===== src/rtl/bitserial_op_sequencer.sv =====
// Bit-serial sequencer for a 2-input programmable function stage.
// It accepts {op, A, B}, walks the operand bits LSB first and returns the collected result word.
module bitserial_op_sequencer #(
  parameter int WIDTH = 8
) (
  input  logic             clk,
  input  logic             rst_n,
  input  logic             in_valid,
  output logic             in_ready,
  input  logic [3:0]       in_op,
  input  logic [WIDTH-1:0] in_a,
  input  logic [WIDTH-1:0] in_b,
  output logic [3:0]       fn_sel,
  output logic             fn_x,
  output logic             fn_y,
  input  logic             fn_z,
  output logic             out_valid,
  input  logic             out_ready,
  output logic [WIDTH-1:0] out_result
);

  localparam int CNT_W = (WIDTH > 1) ? $clog2(WIDTH) : 1;
  localparam logic [CNT_W-1:0] CNT_LAST = CNT_W'(WIDTH - 1);

  typedef enum logic [1:0] {
    S_IDLE = 2'd0,
    S_RUN  = 2'd1,
    S_DONE = 2'd2
  } state_e;

  state_e             state_q, state_d;
  logic [3:0]         op_q, op_d;
  logic [WIDTH-1:0]   a_q, a_d;
  logic [WIDTH-1:0]   b_q, b_d;
  logic [WIDTH-1:0]   res_q, res_d;
  logic [WIDTH-1:0]   result_q, result_d;
  logic [CNT_W-1:0]   cnt_q, cnt_d;
  logic               last_bit_s;
  logic [WIDTH-1:0]   res_shift_s;

  assign last_bit_s = (state_q == S_RUN) && (cnt_q == CNT_LAST);

  // A one-bit result has no upper slice to shift down, so it is just the returned z bit.
  if (WIDTH == 1) begin : g_res_w1
    assign res_shift_s = fn_z;
  end else begin : g_res_wn
    assign res_shift_s = {fn_z, res_q[WIDTH-1:1]};
  end

  always_ff @(posedge clk or negedge rst_n) begin
    if (!rst_n) begin
      state_q <= S_IDLE;
    end else begin
      state_q <= state_d;
    end
  end

  always_comb begin
    state_d = state_q;
    case (state_q)
      S_IDLE: begin
        if (in_valid) begin
          state_d = S_RUN;
        end else begin
          state_d = S_IDLE;
        end
      end
      S_RUN: begin
        if (last_bit_s) begin
          state_d = S_DONE;
        end else begin
          state_d = S_RUN;
        end
      end
      S_DONE: begin
        if (out_ready) begin
          state_d = S_IDLE;
        end else begin
          state_d = S_DONE;
        end
      end
      default: state_d = S_IDLE;
    endcase
  end

  always_comb begin
    in_ready  = 1'b0;
    out_valid = 1'b0;
    fn_sel    = 4'b0000;
    fn_x      = 1'b0;
    fn_y      = 1'b0;
    case (state_q)
      S_IDLE: in_ready = 1'b1;
      S_RUN: begin
        fn_sel = op_q;
        fn_x   = a_q[0];
        fn_y   = b_q[0];
      end
      S_DONE:  out_valid = 1'b1;
      default: in_ready  = 1'b0;
    endcase
  end

  // The published result lives apart from res_q so it survives the clear on the next accept.
  always_comb begin
    op_d     = op_q;
    a_d      = a_q;
    b_d      = b_q;
    res_d    = res_q;
    cnt_d    = cnt_q;
    result_d = result_q;
    case (state_q)
      S_IDLE: begin
        if (in_valid) begin
          op_d  = in_op;
          a_d   = in_a;
          b_d   = in_b;
          res_d = '0;
          cnt_d = '0;
        end else begin
          cnt_d = cnt_q;
        end
      end
      S_RUN: begin
        res_d = res_shift_s;
        a_d   = a_q >> 1;
        b_d   = b_q >> 1;
        if (last_bit_s) begin
          result_d = res_shift_s;
          cnt_d    = cnt_q;
        end else begin
          cnt_d = cnt_q + CNT_W'(1);
        end
      end
      default: cnt_d = cnt_q;
    endcase
  end

  always_ff @(posedge clk or negedge rst_n) begin
    if (!rst_n) begin
      op_q     <= 4'b0000;
      a_q      <= '0;
      b_q      <= '0;
      res_q    <= '0;
      cnt_q    <= '0;
      result_q <= '0;
    end else begin
      op_q     <= op_d;
      a_q      <= a_d;
      b_q      <= b_d;
      res_q    <= res_d;
      cnt_q    <= cnt_d;
      result_q <= result_d;
    end
  end

  assign out_result = result_q;

endmodule


===== config.mk =====
export PLATFORM = sky130hd
export DESIGN_NAME = bitserial_op_sequencer
export DESIGN_NICKNAME = d
export VERILOG_FILES = /design/src/rtl/bitserial_op_sequencer.sv
export SDC_FILE = /design/constraint.sdc
export NUM_CORES = 1
export LEC_CHECK = 0
export CORE_MARGIN = 5
export CORE_UTILIZATION = 30
export DETAILED_ROUTE_END_ITERATION = 7
export PLACE_DENSITY_LB_ADDON = 0.12
export SYNTH_ARGS = -nofsm -noshare
export SYNTH_HDL_FRONTEND = slang
export SYNTH_SLANG_ARGS = --single-unit

===== constraint.sdc =====
create_clock -name clk -period 3.9 [get_ports clk]
set_clock_uncertainty 0.05 [all_clocks]
set_input_delay 0.39 -clock clk [delete_from_list [all_inputs] [get_ports clk]]
set_output_delay 0.39 -clock clk [all_outputs]
set_load 0.02 [all_outputs]

### After elaboration in Yosys (flattened, before gate mapping)

Index checks and enable logic that the tools add are counted.
W data, S select, Z words.

* bits of input ports: 25
* flip-flop bits (word level): 41
* logic and storage cells: 38

* mux-type cells: 18
* eq/ne operators: 5
* $add $sub $neg: 1
* reductions and logical operators: 7

Operator list (number)
* $pmux W8 S2: 3
* $mux W8: 3
* $mux W3: 2
* $pmux W2 S3: 1
* $pmux W3 S2: 1
* $reduce_and A2 Y1: 3
* $mux W1: 5
* $mux W2: 2
* $mux W4: 1
* $ne A2 B2 Y1 const B: 2
* $add A3 B1 Y3 const B: 1
* $eq A3 B3 Y1 const B: 1
* $reduce_and A3 Y1: 1
* $eq A2 B1 Y1 const B: 1
* $eq A2 B2 Y1 const B: 1
* $logic_not A2 Y1: 1
* $reduce_bool A2 Y1: 1
* $logic_and A1 B1 Y1: 1

### Logic depth before layout (Yosys ltp)

* depth after elaboration: 4
* depth in mapped cells: 4
* gate-level depth less buffers: 4

### Worst setup path after synthesis

No wires, ideal clock.

* path kind: register -> output
* from: register state_q[0]
* to: output port fn_sel[0]
* stages on the path, launching flop included: 4
* setup slack: 2394 ps
* data arrival time: 1066 ps
* cell sequence: dfrtp_1 -> and2b_1 -> buf_2 -> and2_1

* word-level cells in the longest chain between the ends: 2

RTL lines
* start, declared: RTL line 31 `state_e state_q, state_d;`
* start signal, assigned: RTL line 54 `state_q <= state_d;`
* $eq A2 B1 Y1: RTL line 92 `case (state_q)`
* $mux W4: RTL line 92
* end, declared: RTL line 13 `output logic [3:0] fn_sel,`

Every way passes these cells.

### Worst setup path after layout

* from: register state_q[1]
* to: output port fn_x

* word-level cells in the longest chain between the ends: 2

RTL lines
* $eq A2 B1 Y1: RTL line 92
* $mux W1: RTL line 92
* end, declared: RTL line 14 `output logic fn_x,`

Every way passes these cells.

==> impl_results.md <==
* Status: finished, final reports clean
* P per Cell Area at around 740 nW/um^2
* Post-layout instance area at 2381 sq um
* Standard-cell rows at 28
* Reg-to-Reg Start: state_q[1]$_DFF_PN0_
* CTS resizes at 0
* Worst hold path class: input port to asynchronous set/reset pin
* Synth Area in Compound Gates at 15.52%
* Final Non-Filler Cells at 251
* Synthesized area per cell at about 14 sq um
* Finish-stage setup viols at 0
* Slew Viols, Final at 0
* Clk Latency, worst-skew pair at approximately 290 ps
* Combinational Power Share at 43.7%
* Placed Area at 2288 sq um
* Maximum VDD drop at 0.0003080 V
* PortBufs at 40
* Post-Route Setup TNS at 0 ps
* Yosys Warn Count at 0
* Vias at about 1,300
* Flops & latches, synth at 40
* Ratio of cells with drive above 1 in the final layout at 22.73%
* Worst r2r path cells at 2
* Final GP Congestion at around 0.66
* CP max-delay cell: dfrtp_1
* Drt initial violations at a little under 60
* Post-CTS Setup Bufs at 0
* Sequential power share at between 40% and 50%
* CTS tree: built
* Syn_nets at between 150 and 200
* First-pass GRT wire length at 6555 microns
* Arrival time worst endpoint at ~2300 ps
* Post-Route WL at ~4000 microns
* Post-synthesis mux area share at approximately 7.2%
* Cell variety after synth at 29
* Die width at roughly 89 microns
* Gr ovfl total at 0
* Fillers at 578
* DR vias/cell at 5.060
* Initial antenna violation count at 0
* RSZ-0062 raised after global routing: no
* Worst-path cell chain: and2b_1 > and2_1 > clkdlybuf4s50_1
* Vias in the first global route at 1,371
* Area Overhead vs Synth at 27.29%
* Largest family of logic cells by synthesized area: simple AND/OR/NAND/NOR gates
* Top achievable clock speed at 361.0 MHz
* H-tree lvl count at 2
* Total track usage at a little over a tenth
* DP Wirelength at between 2000 and 3000 microns
* Slew @ Worst Pin at 893.0 ps
* # clock sinks at 40
* Stages on the worst setup path at 3
* Switch Pwr at a little over 0.6 mW
* Clk pwr share at between 10% and 20%
* Slew headroom at around two fifths
* WP buf/inv at 1
* Crit-path max FO at 28
* CTS Buf Count at 5
* PnR Total Power at approximately 1.8 mW
* Kind of critical path: register to output port
* Clock buffer depth at 2
* I/O pins at 41
* Clock Pin Slew Worst Setup and Hold Paths at around 80 ps
* Hold Buf Count CTS at 0
* Die Ht at 88.96 microns
* Hold Fails Final Rpt at 0
* Inserted Diodes at 0
* MaxCap Viol Count at 0
* Initial core utilization at roughly 31%
* Final min period at roughly 2800 ps
* Leakage at 1.006 nW
* Max incr delay on CP at 660 ps
* DRT antenna net count at 0
* Die area at a little under 8000 sq um
* CP top delay family: simple AND/OR/NAND/NOR gates
* Mapped Cells at ~140
* Drt drc at 0
* Nets at roughly 200
* Crit. End Element: output port
* Wire length per cell at ~16 microns
* Largest net degree at the start of global routing at 41
* Startpoint Class: register
* FF-to-FF setup slack at about 2000 ps
* Sequential element share of the synthesized area at 53.51%
* Worst path required time at between 3000 and 4000 ps
* CTS Root Cell: clkbuf_8
* Reg2reg end: a_q[4]$_DFFE_PN0P_
* Core Area at roughly 6000 sq um
* Sw frac at between 30 and 40%
* Synth Area in Adders at about 1.3%
* P_int at ~1.2 mW
* Pre-antenna DRT Iters at 4
* XOR/XNOR Fraction of Synth Area at 0%
* Cells after DPL at 243
* Mapped cell area at 1871 sq um
* Synth Area in Simple Gates at around 17%
* Fin crit share at a little under three quarters
==> stage by stage <==
step                      utilization, %  worst slack (ps)  hold slack (ps)
after CTS                          39.75              1084            215.7
after global placement             38.20              1441            434.4
after floorplan                        -              2394            44.41
after detailed placement           38.20              1390            437.1
after global routing               39.75             982.5            271.3
final                              39.75              1130            175.9
==> placed cells by master (no fill, tap or decap), types with 2 or more instances in the layout <==
cell             netlist  layout
clkdlybuf4s50_1        0      39
inv_1                  4       4
nor3b_1                2       2
o221a_2               14      14
ha_1                   2       2
nand2b_1               4       4
or4b_1                14      14
clkinv_2               0       2
o221ai_1               3       3
a22o_1                 7       7
nand3_1                3       3
mux2_2                12      12
clkbuf_8               0       6
dfrtp_1               40      40
and2_1                 6       6
nand2_1                2       2
nor4bb_1               2       2
a211o_1                2       2
==> power by group through the flow <==
stage / sequential, mW / clock [mW] / combinational (mW)
5_1_grt: 0.736 / 0.308 / 0.846
6_report: 0.712 / 0.283 / 0.772
3_5_place_dp: 0.721 / 0 / 0.787
4_1_cts: 0.713 / 0.294 / 0.787
3_3_place_gp: 0.713 / 0 / 0.768
2_1_floorplan: 0.731 / 0 / 0.523
==> sequential cells by signal, indices dropped and copies added (netlist names) <==
register and cells:
b_q 8, res_q 7, cnt_q 3, op_q 4, a_q 8, out_result 8, state_q 2
==> metal layers <==
| layer | wire, microns | track usage (%) |
|---|---|---|
| met2 | 1925 | 17.07 |
| met5 | 0 | 0 |
| met1 | 1823 | 13.95 |
| met4 | 44 | 4.060 |
| met3 | 160 | 2.396 |
==> area by class of cell <==
type | instances | area [sq um] | area share, %
tap | 75 | 93.84 | 3.941
sequential | 40 | 1001 | 42.04
inverter | 4 | 15.01 | 0.6306
clock inverter | 2 | 10.01 | 0.4204
multi-input combinational | 83 | 775.7 | 32.58
timing repair buffer | 41 | 402.9 | 16.92
clock buffer | 6 | 82.58 | 3.468
==> kinds of logic (layout without fill, tap and decap cells) <==
logic type | count (synthesis) | after routing
mux | 12 | 12
fa+ha+maj | 2 | 2
compound gates | 30 | 30
buf+inv | 15 | 53
flops | 40 | 40
simple gates | 39 | 39
==> how the worst max path moves through the flow <==
| stage | startpoint | end | slack (ps) |
|---|---|---|---|
| final | state_q[1]$_DFF_PN0_ | fn_x | 1130 |
| after global routing | state_q[1]$_DFF_PN0_ | fn_y | 980 |
| after CTS | state_q[1]$_DFF_PN0_ | fn_x | 1080 |
| after detailed placement | state_q[1]$_DFF_PN0_ | fn_x | 1390 |
| after global placement | state_q[1]$_DFF_PN0_ | fn_x | 1440 |
| after floorplan | state_q[0]$_DFF_PN0_ | fn_sel[0] | 2390 |
==> Yosys cell counts <==
library cell  instances  share of area (%)
o221a_2              14                8.4
or2_2                 1               0.33
o221ai_1              3                1.4
o21ai_0               1               0.27
inv_1                 4               0.80
a211o_1               2               0.94
nand2b_2              1               0.47
nand3b_4              1                1.1
nor4bb_1              2                1.1
nor2_1                1               0.20
mux2_2               12                7.2
or4b_1               14                7.5
buf_6                 3                1.8
o21ba_1               1               0.54
buf_2                 3               0.80
clkbuf_1              2               0.40
nor3b_4               1                1.0
buf_4                 3                1.2
dfrtp_1              40                 54
and2_1                6                2.0
and2b_1               1               0.40
nand3_1               3               0.80
a22o_1                7                3.3
nor3b_1               2               0.80
a21oi_1               1               0.27
o21bai_1              1               0.40
nand2_1               2               0.40
ha_1                  2                1.3
nand2b_1              4                1.3
Note: power is estimated with default switching activity, not from simulation.
